--- config.mk ---
export PLATFORM = sky130hd
export DESIGN_NAME = mem_access_unit
export DESIGN_NICKNAME = d
export VERILOG_FILES = /design/src/rtl/mem_pkg.sv /design/src/rtl/mem_lane_align.sv /design/src/rtl/mem_access_unit.sv
export SDC_FILE = /design/constraint.sdc
export NUM_CORES = 1
export LEC_CHECK = 0
export ABC_AREA = 1
export CORE_AREA = 3 3 126 128
export CTS_CLUSTER_SIZE = 25
export DETAILED_ROUTE_END_ITERATION = 6
export DIE_AREA = 0 0 129 131
export HOLD_SLACK_MARGIN = 0.1
export PLACE_DENSITY_LB_ADDON = 0.3
export SYNTH_ARGS = -nofsm -noshare
export SYNTH_HDL_FRONTEND = slang
export SYNTH_SLANG_ARGS = --single-unit
--- constraint.sdc ---
create_clock -name clk -period 3.2 [get_ports clk]
set_input_delay 0.8 -clock clk [delete_from_list [all_inputs] [get_ports clk]]
set_output_delay 0.8 -clock clk [all_outputs]
set_load 0.02 [all_outputs]
--- src/rtl/mem_pkg.sv ---
// Shared types and helpers for the load/store unit: access sizes, fault causes and FSM states.
package mem_pkg;

  typedef enum logic [1:0] {
    SIZE_BYTE   = 2'b00,
    SIZE_HALF   = 2'b01,
    SIZE_WORD   = 2'b10,
    SIZE_DOUBLE = 2'b11
  } mem_size_e;

  typedef enum logic [1:0] {
    FAULT_SIZE     = 2'b00,
    FAULT_MISALIGN = 2'b01,
    FAULT_BUS      = 2'b10,
    FAULT_TIMEOUT  = 2'b11
  } mem_fault_e;

  typedef enum logic [1:0] {
    MAU_IDLE      = 2'b00,
    MAU_REQ       = 2'b01,
    MAU_WAIT_DROP = 2'b10
  } mau_state_e;

  // Number of bytes touched by an access of the given size code.
  function automatic logic [3:0] size_bytes(input logic [1:0] op);
    return 4'd1 << op;
  endfunction

endpackage

--- src/rtl/mem_lane_align.sv ---
// Byte-lane steering: places store data and strobes on the bus lanes and
// pulls load data back down to bit 0 with sign or zero extension.
module mem_lane_align
  import mem_pkg::*;
#(
  parameter int XLEN = 32,
  localparam int NB = XLEN / 8,
  localparam int OFFW = $clog2(XLEN / 8)
) (
  input  logic [1:0]      wr_op_i,
  input  logic [OFFW-1:0] wr_off_i,
  input  logic [XLEN-1:0] wr_data_i,
  output logic [NB-1:0]   wstrb_o,
  output logic [XLEN-1:0] wdata_o,
  input  logic [1:0]      rd_op_i,
  input  logic [OFFW-1:0] rd_off_i,
  input  logic            rd_unsigned_i,
  input  logic [XLEN-1:0] rd_data_i,
  output logic [XLEN-1:0] rd_ext_o
);

  logic [NB-1:0]   size_mask;
  logic [XLEN-1:0] lane_mask;
  logic [XLEN-1:0] rd_shift;
  logic [XLEN-1:0] keep;
  logic            sign;

  // Lanes outside the strobe are forced to zero so the bus never sees stale data bits.
  always_comb begin
    size_mask = NB'((16'd1 << size_bytes(wr_op_i)) - 16'd1);
    wstrb_o   = size_mask << wr_off_i;
    for (int i = 0; i < NB; i++) begin
      lane_mask[8*i +: 8] = {8{wstrb_o[i]}};
    end
    wdata_o = (wr_data_i << {wr_off_i, 3'b000}) & lane_mask;
  end

  always_comb begin
    rd_shift = rd_data_i >> {rd_off_i, 3'b000};
    case (rd_op_i)
      SIZE_BYTE: begin keep = XLEN'(8'hFF);          sign = rd_shift[7];  end
      SIZE_HALF: begin keep = XLEN'(16'hFFFF);       sign = rd_shift[15]; end
      SIZE_WORD: begin keep = XLEN'(32'hFFFF_FFFF);  sign = rd_shift[31]; end
      default:   begin keep = '1;                    sign = 1'b0;         end
    endcase
    rd_ext_o = (rd_shift & keep) | ((sign & ~rd_unsigned_i) ? ~keep : '0);
  end

endmodule

--- src/rtl/mem_access_unit.sv ---
// Load/store unit: validates one sized access per request, runs it over a
// single-outstanding req/ack bus and reports completion or a fault cause.
module mem_access_unit
  import mem_pkg::*;
#(
  parameter int XLEN    = 32,
  parameter int ADDR_W  = 32,
  parameter int TIMEOUT = 256
) (
  input  logic                clk,
  input  logic                reset,
  input  logic                available_i,
  input  logic                is_write_i,
  input  logic                is_unsigned_i,
  input  logic [1:0]          op_i,
  input  logic [ADDR_W-1:0]   addr_i,
  input  logic [XLEN-1:0]     in_i,
  output logic [XLEN-1:0]     out_o,
  output logic                busy_o,
  output logic                done_o,
  output logic                fault_o,
  output logic [1:0]          fault_cause_o,
  output logic                bus_req_o,
  output logic                bus_we_o,
  output logic [ADDR_W-1:0]   bus_addr_o,
  output logic [XLEN-1:0]     bus_wdata_o,
  output logic [XLEN/8-1:0]   bus_wstrb_o,
  input  logic                bus_ack_i,
  input  logic                bus_err_i,
  input  logic [XLEN-1:0]     bus_rdata_i
);

  localparam int NB    = XLEN / 8;
  localparam int OFFW  = $clog2(NB);
  localparam int CNT_W = (TIMEOUT > 1) ? $clog2(TIMEOUT) : 1;

  localparam logic [1:0] ST_IDLE      = MAU_IDLE;
  localparam logic [1:0] ST_REQ       = MAU_REQ;
  localparam logic [1:0] ST_WAIT_DROP = MAU_WAIT_DROP;

  logic [1:0]        state_q, state_d;
  logic [CNT_W-1:0]  cnt_q, cnt_d;
  logic [XLEN-1:0]   out_q, out_d;
  logic              busy_q, busy_d;
  logic              done_q, done_d;
  logic              fault_q, fault_d;
  logic [1:0]        cause_q, cause_d;
  logic              req_q, req_d;
  logic              we_q, we_d;
  logic [ADDR_W-1:0] addr_q, addr_d;
  logic [XLEN-1:0]   wdata_q, wdata_d;
  logic [NB-1:0]     wstrb_q, wstrb_d;
  logic [1:0]        rd_op_q, rd_op_d;
  logic [OFFW-1:0]   rd_off_q, rd_off_d;
  logic              rd_uns_q, rd_uns_d;

  logic [OFFW-1:0]   off;
  logic              size_invalid;
  logic              misaligned;
  logic              timeout_hit;
  logic [NB-1:0]     lane_wstrb;
  logic [XLEN-1:0]   lane_wdata;
  logic [XLEN-1:0]   rd_ext;

  assign off          = addr_i[OFFW-1:0];
  assign size_invalid = (op_i == SIZE_DOUBLE) && (XLEN == 32);
  assign misaligned   = (off & OFFW'(size_bytes(op_i) - 4'd1)) != '0;
  assign timeout_hit  = (TIMEOUT > 0) && (cnt_q == CNT_W'(TIMEOUT - 1));

  // Read side works from the offset/size captured at issue, not the live inputs.
  mem_lane_align #(.XLEN(XLEN)) u_lane (
    .wr_op_i       (op_i),
    .wr_off_i      (off),
    .wr_data_i     (in_i),
    .wstrb_o       (lane_wstrb),
    .wdata_o       (lane_wdata),
    .rd_op_i       (rd_op_q),
    .rd_off_i      (rd_off_q),
    .rd_unsigned_i (rd_uns_q),
    .rd_data_i     (bus_rdata_i),
    .rd_ext_o      (rd_ext)
  );

  always_comb begin
    state_d  = state_q;
    cnt_d    = cnt_q;
    out_d    = out_q;
    busy_d   = busy_q;
    done_d   = 1'b0;
    fault_d  = fault_q;
    cause_d  = cause_q;
    req_d    = req_q;
    we_d     = we_q;
    addr_d   = addr_q;
    wdata_d  = wdata_q;
    wstrb_d  = wstrb_q;
    rd_op_d  = rd_op_q;
    rd_off_d = rd_off_q;
    rd_uns_d = rd_uns_q;
    case (state_q)
      ST_IDLE: begin
        if (available_i) begin
          if (size_invalid) begin
            state_d = ST_WAIT_DROP;
            fault_d = 1'b1;
            cause_d = FAULT_SIZE;
          end else if (misaligned) begin
            state_d = ST_WAIT_DROP;
            fault_d = 1'b1;
            cause_d = FAULT_MISALIGN;
          end else begin
            state_d  = ST_REQ;
            cnt_d    = '0;
            busy_d   = 1'b1;
            req_d    = 1'b1;
            we_d     = is_write_i;
            addr_d   = {addr_i[ADDR_W-1:OFFW], OFFW'(0)};
            wdata_d  = lane_wdata;
            wstrb_d  = lane_wstrb;
            rd_op_d  = op_i;
            rd_off_d = off;
            rd_uns_d = is_unsigned_i;
          end
        end
      end
      ST_REQ: begin
        if (bus_ack_i) begin
          state_d = ST_WAIT_DROP;
          req_d   = 1'b0;
          busy_d  = 1'b0;
          if (bus_err_i) begin
            fault_d = 1'b1;
            cause_d = FAULT_BUS;
          end else begin
            done_d = 1'b1;
            if (!we_q) out_d = rd_ext;
          end
        end else if (timeout_hit) begin
          state_d = ST_WAIT_DROP;
          req_d   = 1'b0;
          busy_d  = 1'b0;
          fault_d = 1'b1;
          cause_d = FAULT_TIMEOUT;
        end else begin
          cnt_d = cnt_q + CNT_W'(1);
        end
      end
      // A new access may only start once the requester has dropped available.
      ST_WAIT_DROP: begin
        if (!available_i) begin
          state_d = ST_IDLE;
          fault_d = 1'b0;
        end
      end
      default: state_d = ST_IDLE;
    endcase
  end

  always_ff @(posedge clk) begin
    if (reset) begin
      state_q  <= ST_IDLE;
      cnt_q    <= '0;
      out_q    <= '0;
      busy_q   <= 1'b0;
      done_q   <= 1'b0;
      fault_q  <= 1'b0;
      cause_q  <= 2'b00;
      req_q    <= 1'b0;
      we_q     <= 1'b0;
      addr_q   <= '0;
      wdata_q  <= '0;
      wstrb_q  <= '0;
      rd_op_q  <= 2'b00;
      rd_off_q <= '0;
      rd_uns_q <= 1'b0;
    end else begin
      state_q  <= state_d;
      cnt_q    <= cnt_d;
      out_q    <= out_d;
      busy_q   <= busy_d;
      done_q   <= done_d;
      fault_q  <= fault_d;
      cause_q  <= cause_d;
      req_q    <= req_d;
      we_q     <= we_d;
      addr_q   <= addr_d;
      wdata_q  <= wdata_d;
      wstrb_q  <= wstrb_d;
      rd_op_q  <= rd_op_d;
      rd_off_q <= rd_off_d;
      rd_uns_q <= rd_uns_d;
    end
  end

  assign out_o         = out_q;
  assign busy_o        = busy_q;
  assign done_o        = done_q;
  assign fault_o       = fault_q;
  assign fault_cause_o = cause_q;
  assign bus_req_o     = req_q;
  assign bus_we_o      = we_q;
  assign bus_addr_o    = addr_q;
  assign bus_wdata_o   = wdata_q;
  assign bus_wstrb_o   = wstrb_q;

endmodule

# --- Word level (Yosys, flattened, before mapping) ---
# Index checks and enable logic that the tools add are counted.
totals:
  input_bits: 105
  word_cells: 101
  regBits: 119
classes:
  shift: 5
  bitwise: 13
  muxes: 38
  reduce_logical: 13
  n_eq_ne: 15
  n_addsub: 3
ops:
  columns: ["cell", "count"]
  rows:
  - ["$and A32 B32 Y32", 2]
  - ["$pmux W32 S2", 1]
  - ["$mux W8", 5]
  - ["$mux W32", 1]
  - ["$not A32 Y32", 1]
  - ["$or A32 B32 Y32", 1]
  - ["$shl A32 B5 Y32", 1]
  - ["$shr A32 B5 Y32", 1]
  - ["$mux W2", 12]
  - ["$pmux W8 S2", 1]
  - ["$mux W1", 13]
  - ["$ne A2 B2 Y1 const B", 6]
  - ["$reduce_and A6 Y1", 2]
  - ["$reduce_and A5 Y1", 2]
  - ["$ne A3 B3 Y1 const B", 3]
  - ["$add A8 B1 Y8 const B", 1]
  - ["$eq A8 B8 Y1 const B", 1]
  - ["$reduce_and A4 Y1", 2]
  - ["$not A1 Y1", 7]
  - ["$eq A2 B2 Y1 const B", 3]
  - ["$pmux W1 S3", 2]
  - ["$pmux W2 S3", 1]
  - ["$eq A2 B1 Y1 const B", 2]
  - ["$logic_not A2 Y1", 2]
  - ["13 further kinds", 14]

# --- Depth between registers and ports, before layout ---
# Gate-level depths: netlist (run 1).
logic_depth:
  depth_word: 8
  mapped_depth: 11
  depth_no_buf: 10

# --- By module ---
# A second synthesis (run 1) with hierarchy kept.
unflattened:
  cells_unflattened: 920
  area_unflattened_um2: 5979.5
modules_own_cells:
  columns: ["module", "area_per_inst_um2", "cells_per_inst", "instances"]
  rows:
  - ["mem_access_unit", 4519.3, 598, 1]
  - ["mem_lane_align", 1460.2, 322, 1]

# --- Worst setup path before layout (run 1) ---
# No wires, ideal clock.
synth_timing:
  kind: "input to register"
  from: "input port op_i[0]"
  to: "register wdata_q[24], in the netlist bus_wdata_o[24]"
  arrival_time_ns: 2.039
  path_stages: 8
  slack_ns: 1.090
  required_time_ns: 3.130
  path_buffers: 0
  cell_sequence: "inv_1 > or2_2 > ha_1 > nand2_1 > o21ai_0 > o21ai_2 > nand3_1 > a21oi_1"
synth_via:
  elab_chain_len: 6
  elab_cells_between_ends: 12
  cone_classes: "2 x add/sub; 1 x eq/ne; 3 x shift; 4 x bitwise; 2 x reduce/logical"
synth_lines:
  columns: ["element", "line_no", "rtl"]
  rows:
  - ["start, declared", "mem_access_unit.sv:15", "input logic [1:0] op_i,"]
  - ["branches (longest 6 deep; another with $sub A4 B1 Y4)", null, null]
  - ["end signal, assigned", "mem_access_unit.sv:187", "wdata_q <= wdata_d;"]
  - ["end, declared", "mem_access_unit.sv:51", "logic [XLEN-1:0] wdata_q, wdata_d;"]
# Several ways; the timed one is not identified.
# A chain may end at the register's enable or synchronous reset.

# --- Final worst setup path (run 1) ---
layout_timing:
  from: "input port op_i[0]"
  to: "register wdata_q[27], in the netlist bus_wdata_o[27]"
# The elaborated chain is that of the path after synthesis.

==> results of run 1 <==
==> cell families (layout without fill, tap and decap cells) <==
family | after synthesis | after routing | synth area share
flip-flops | 119 | 119 | 0.411
buffers and inverters | 108 | 305 | 0.0913
AO/OA/AOI/OAI | 239 | 239 | 0.225
XOR/XNOR | 3 | 3 | 0.00453
AND/OR/NAND/NOR | 344 | 344 | 0.257
adder cells (fa/ha/maj) | 5 | 5 | 0.0108
other | 1 | 2 | 0.000647
==> cell usage after synthesis <==
| cell type | number |
|---|---|
| xor2_1 | 1 |
| nand2_1 | 123 |
| a21oi_1 | 87 |
| nand2_4 | 1 |
| o21bai_1 | 2 |
| o21ai_0 | 102 |
| nand4_1 | 3 |
| a21oi_2 | 1 |
| o21ai_2 | 1 |
| buf_6 | 5 |
| nand3_2 | 2 |
| nand2_2 | 3 |
| buf_1 | 2 |
| conb_1 | 1 |
| clkbuf_1 | 18 |
| nor3_1 | 1 |
| o31ai_1 | 8 |
| inv_2 | 4 |
| xnor2_1 | 2 |
| buf_4 | 17 |
| inv_1 | 44 |
| dfxtp_1 | 119 |
| or2_2 | 23 |
| a31oi_1 | 14 |
| o211ai_1 | 14 |
| nor2_2 | 4 |
| a21oi_4 | 1 |
| buf_2 | 18 |
| nor2_4 | 3 |
| o21ai_1 | 2 |
| o22ai_1 | 7 |
| nor2_1 | 126 |
| nand3_1 | 54 |
| ha_1 | 5 |
| or2_4 | 1 |
==> state kept, by name, summed over array words and instances, names as in the netlist, 2 cells and up <==
| name | count |
|---|---|
| bus_addr_o | 30 |
| bus_wdata_o | 32 |
| bus_wstrb_o | 4 |
| cnt_q | 8 |
| fault_cause_o | 2 |
| out_o | 32 |
| rd_off_q | 2 |
| rd_op_q | 2 |
| state_q | 2 |
==> critical path, delay by kind of cell <==
| kind | cells | cell delay [ns] |
|---|---|---|
| AO/OA/AOI/OAI | 3 | 0.59 |
| adder cells (fa/ha/maj) | 1 | 0.32 |
| buffers and inverters | 2 | 0.61 |
| AND/OR/NAND/NOR | 3 | 0.48 |
==> final timing paths <==
| path | to | slack (ns) |
|---|---|---|
| max | bus_wdata_o[27] | 0.72 |
| min | bus_wdata_o[10] | 0.46 |
| max reg2reg | out_o[10] | 1.23 |
| min reg2reg | bus_wdata_o[10] | 0.46 |
==> power by group <==
group,leakage [nW],internal (W),switching [W]
Combinational,2.15,0.000776,0.00114
Clock,0.271,0.00119,0.000688
Sequential,0.968,0.00169,0.000124
==> layout make-up <==
| type | count | area (µm²) |
|---|---|---|
| fill | 1428 | 6440 |
| clock buffer | 21 | 460 |
| sequential | 119 | 2380 |
| clock inverter | 11 | 125 |
| tap | 188 | 235 |
| timing repair buffer | 225 | 2260 |
| inverter | 48 | 180 |
| multi-input combinational | 593 | 2890 |
==> stage by stage <==
step                instance area [µm²]   util  total power [W]  hold slack [ns]  setup slack (ns)
global placement                   7950  0.531          0.00374            0.448             0.373
detailed placement                 7950  0.531          0.00375            0.456             0.310
floorplan                          5800      -          0.00302            0.451              1.09
CTS                                8530  0.570          0.00565            0.466             0.737
global route                       8530  0.570          0.00592            0.484             0.567
finish                             8530  0.570          0.00560            0.461             0.720
==> layer usage <==
layer / track usage / share of wire / up-vias
met1: 0.283 / 0.45 / 2731
met4: 0.0766 / 0.017 / 0
met2: 0.322 / 0.45 / 238
met5: 0 / 0 / -
li1: - / - / 3094
met3: 0.0748 / 0.084 / 22
==> reports/metrics.csv, run 1 <==
metric,value,unit
grt_pass1_wl,28600,µm
io_pins,212,
ctsResizeCount,0,
die-area,0.0169,mm²
insertion_delay,0.41,ns
crit_fanout,9,
final_cell_mix,"209 x clkdlybuf4s50_1, 126 x nor2_1, 123 x nand2_1, 119 x dfxtp_1, 102 x o21ai_0",
clk_path_buf_depth,2,
overflow,0,
crit_path_cell_trace,clkdlybuf4s50_1 > inv_1 > or2_2 > ha_1 > nand2_1 > o21ai_0 > o21ai_2 > nand3_1 > a21oi_1,
clk_pin_slew,0.06,ns
grt_max_degree,46,
start_util,0.387,
grt_pass1_vias,5610,
synth_warnings,0,
reg2reg_depth,7,
die_h,131,µm
path_class,in2reg,
cap_violations,0,
cp.arrival,2.81,ns
die_w,129,µm
grt_usage,0.213,
p_per_area,656,mW/mm²
leakagePower,3.39,nW
status,"complete, no violations",
rows,45,
crit_slowest_cell,clkdlybuf4s50_1,
rsz0062_at_grt,no,
finalCritPeriodShare,0.775,
antenna_found_initial,0,
slew_headroom,0.561,
clk_root_buffer_cell,clkbuf_16,
cts_buffers,17,
final_common_cell,clkdlybuf4s50_1,
worstHoldPathCells,2,
drive_gt1_frac,0.0895,
final-setup-viol-count,0,
tritoncts,yes,
min_period,2.48,ns
worstSetupStartpointType,input port,
vdd_drop_max,0.376,mV
final_nets,1114,
area_growth,47.2,%
yosysSeqAreaShare,0.411,
fmax,403,MHz
hold_viol_final,0,
clock_sinks,119,
endpoint_kind,flip-flop,
post_cts_buffers,0,
drc_errors,0,
synth_area_leaders,"dfxtp_1 41%, o21ai_0 8.8%, nor2_1 8.2%, nand2_1 8.0%, a21oi_1 7.5%",
detailed_place_hpwl,12800,µm
worst_pin_slew,0.657,ns
postRouteWirelength,18200,µm
cts_htree_levels,4,
core,0.0150,mm²
startpoint,op_i[0],
vias,6085,
firstDrtPassIters,5,
synth_seq_cells,119,
slowest_delay,0.52,ns
n_antenna_cell,0,
hold_class,reg2reg,
drt_first_iter_violations,513,
port_buffers,209,
post_drt_wl_per_cell,15.1,µm
syn_area_per_cell,7.08,µm²
ys_types,35,
final_cells,1205,
cts_hold_buf,0,
synth.top_cell.area_share,0.411,
worstPathRequired,3.53,ns
syn_area,0.00580,mm²
slew_viol_final,0,
via_per_inst,5.05,
post_synth_inst_count,819,
timing.rr.start,rd_off_q[1],
finalSetupTns,0,ns
worstHoldStart,bus_wdata_o[10],
final_antenna_net_count,0,
routabilityCongestion,0.923,
finClkSkew,0.00661,ns
yosys.area.top_type,dfxtp_1,
place_inst,1173,
Power figures use the tool's default switching activity.
==> inputs of run 2 (changes only) <==
==> constraint.sdc (replaced) <==
create_clock -name clk -period 2.1 [get_ports clk]
set_input_delay 0.525 -clock clk [delete_from_list [all_inputs] [get_ports clk]]
set_output_delay 0.525 -clock clk [all_outputs]
set_load 0.02 [all_outputs]
==> reports/metrics.csv, run 2 (synthesis results as in run 1) <==
metric,value,unit,change
status,"complete, no violations",,unchanged
final_cell_mix,"208 x clkdlybuf4s50_1, 126 x nor2_1, 123 x nand2_1, 119 x dfxtp_1, 102 x o21ai_0",,"was 209 x clkdlybuf4s50_1, 126 x nor2_1, 123 x nand2_1, 119 x dfxtp_1, 102 x o21ai_0"
reg2reg_depth,10,,was 7
die_h,131,µm,unchanged
crit_buf_inv,1,,was 2
grt_usage,0.214,,was 0.213
clk_path_buf_depth,2,,unchanged
dp_slack,-0.355,ns,was 0.310 ns
cap_violations,0,,unchanged
cts_htree_levels,4,,unchanged
p_sw,0.00299,W,was 0.00195 W
n_antenna_cell,0,,unchanged
critical-path-top-delay-family,buffers and inverters,,unchanged
clkPwrFrac,0.341,,was 0.335
grt_pass1_vias,5820,,was 5610
clk_pin_slew,0.06,ns,about the same
post_dp_cell_area,0.00821,mm²,was 0.00795 mm²
insertion_delay,0.41,ns,about the same
worstPathRequired,1.57,ns,was 3.53 ns
grt_pass1_wl,29200,µm,was 28600 µm
crit_fanout,3,,was 9
cts_buffers,17,,unchanged
postRouteWirelength,18200,µm,about the same
rsz0062_at_grt,no,,unchanged
area_growth,52.7,%,was 47.2%
slowest_delay,0.67,ns,was 0.52 ns
drive_gt1_frac,0.122,,was 0.0895
post_drt_wl_per_cell,14.7,µm,was 15.1 µm
final_nets,1148,,was 1114
p_comb_frac,0.348,,was 0.342
p_per_area,995,mW/mm²,was 656 mW/mm²
antenna_found_initial,0,,unchanged
cp.arrival,1.48,ns,was 2.81 ns
firstDrtPassIters,5,,unchanged
die_w,129,µm,unchanged
setup_slack,0.0964,ns,was 0.720 ns
power.internal,0.00582,W,was 0.00365 W
worstSetupStartpointType,flip-flop,,was input port
detailed_place_hpwl,13100,µm,was 12800 µm
final_antenna_net_count,0,,unchanged
rows,45,,unchanged
overflow,0,,unchanged
drc_errors,0,,unchanged
path_class,reg2out,,was in2reg
vdd_drop_max,0.656,mV,was 0.376 mV
via_per_inst,5.02,,was 5.05
nFillCells,1334,,was 1428
routabilityCongestion,0.904,,was 0.923
leakagePower,3.58,nW,was 3.39 nW
endpoint_kind,primary output,,was flip-flop
min_period,2.00,ns,
fin_util,0.591,,was 0.570
clk_root_buffer_cell,clkbuf_16,,unchanged
design_area,0.00885,mm²,was 0.00853 mm²
final_common_cell,clkdlybuf4s50_1,,unchanged
seqPwrFrac,0.312,,was 0.323
p_sw_frac,0.340,,was 0.348
clock_sinks,119,,unchanged
io_pins,212,,unchanged
hold_class,reg2reg,,unchanged
fmax,499,MHz,
die-area,0.0169,mm²,unchanged
crit_slowest_cell,clkdlybuf4s50_1,,unchanged
finalCritPeriodShare,0.954,,
finClkSkew,0.00447,ns,was 0.00661 ns
tritoncts,yes,,unchanged
hold_viol_final,0,,unchanged
vias,6219,,was 6085
start_util,0.387,,unchanged
path_depth,1,,was 9
crit_path_cell_trace,clkdlybuf4s50_1,,was clkdlybuf4s50_1 > inv_1 > or2_2 > ha_1 > nand2_1 > o21ai_0 > o21ai_2 > nand3_1 > a21oi_1
worstHoldPathCells,2,,unchanged
core,0.0150,mm²,unchanged
drt_first_iter_violations,387,,was 513
slew_viol_final,0,,unchanged
grt_max_degree,46,,unchanged
port_buffers,209,,unchanged
whs,0.462,ns,was 0.461 ns
final-setup-viol-count,0,,unchanged
==> run 2: stage by stage <==
step	cells	total power (W)	setup TNS [ns]
global route	1238	0.00931	0
detailed placement	1206	0.00583	-13.71
floorplan	820	0.00461	0
CTS	1237	0.00886	0
finish	1238	0.00880	0
global placement	1206	0.00580	-11.03
==> run 2: final timing paths <==
path	slack, ns	from	end
hold reg to reg	0.46	bus_wdata_o[10]	bus_wdata_o[10]
setup reg to reg	0.21	state_q[1]	fault_cause_o[0]
hold / removal	0.46	bus_wdata_o[10]	bus_wdata_o[10]
setup / recovery	0.1	bus_we_o	bus_we_o
==> run 2: power groups by stage <==
stage | clock network, W | registers (W) | logic [W]
floorplan | 0 | 0.00308 | 0.00153
CTS | 0.00306 | 0.00275 | 0.00306
detailed placement | 0 | 0.00279 | 0.00304
finish | 0.00300 | 0.00274 | 0.00306
global placement | 0 | 0.00278 | 0.00302
global route | 0.00315 | 0.00278 | 0.00338
==> run 2: layer usage <==
metal	share of wire	wire length, µm	global-route usage
met1	0.45	8190	0.289
met2	0.45	8230	0.326
met3	0.079	1430	0.0703
met4	0.018	326	0.0692
met5	0	0	0
==> run 2: repair_timing <==
action | CTS | global route
setup buffers | 0 | 0
gates resized for setup | 0 | 4
hold buffers | 0 | 0
endpoints found under the setup margin | 0 | 9
==> run 2: final cells by class <==
type / count / area (µm²) / share of cell area
clock buffers: 20 / 467 / 0.0527
well taps: 188 / 235 / 0.0266
clock inverters: 11 / 149 / 0.0168
flip-flops and latches: 119 / 2380 / 0.269
inverters: 48 / 180 / 0.0204
multi-input cells: 593 / 2900 / 0.328
repair buffers: 259 / 2530 / 0.286
==> inputs of run 3 (changes only) <==
--- a/config.mk
+++ b/config.mk
@@ -6,12 +6,14 @@
 export NUM_CORES = 1
 export LEC_CHECK = 0
 export ABC_AREA = 1
+export CAP_MARGIN = 5
 export CORE_AREA = 3 3 126 128
 export CTS_CLUSTER_SIZE = 25
 export DETAILED_ROUTE_END_ITERATION = 6
 export DIE_AREA = 0 0 129 131
 export HOLD_SLACK_MARGIN = 0.1
 export PLACE_DENSITY_LB_ADDON = 0.3
+export SKIP_LAST_GASP = 1
 export SYNTH_ARGS = -nofsm -noshare
 export SYNTH_HDL_FRONTEND = slang
 export SYNTH_SLANG_ARGS = --single-unit
==> results of run 3 <==
The final DEF is identical to that of run 2; final timing and power are the same.
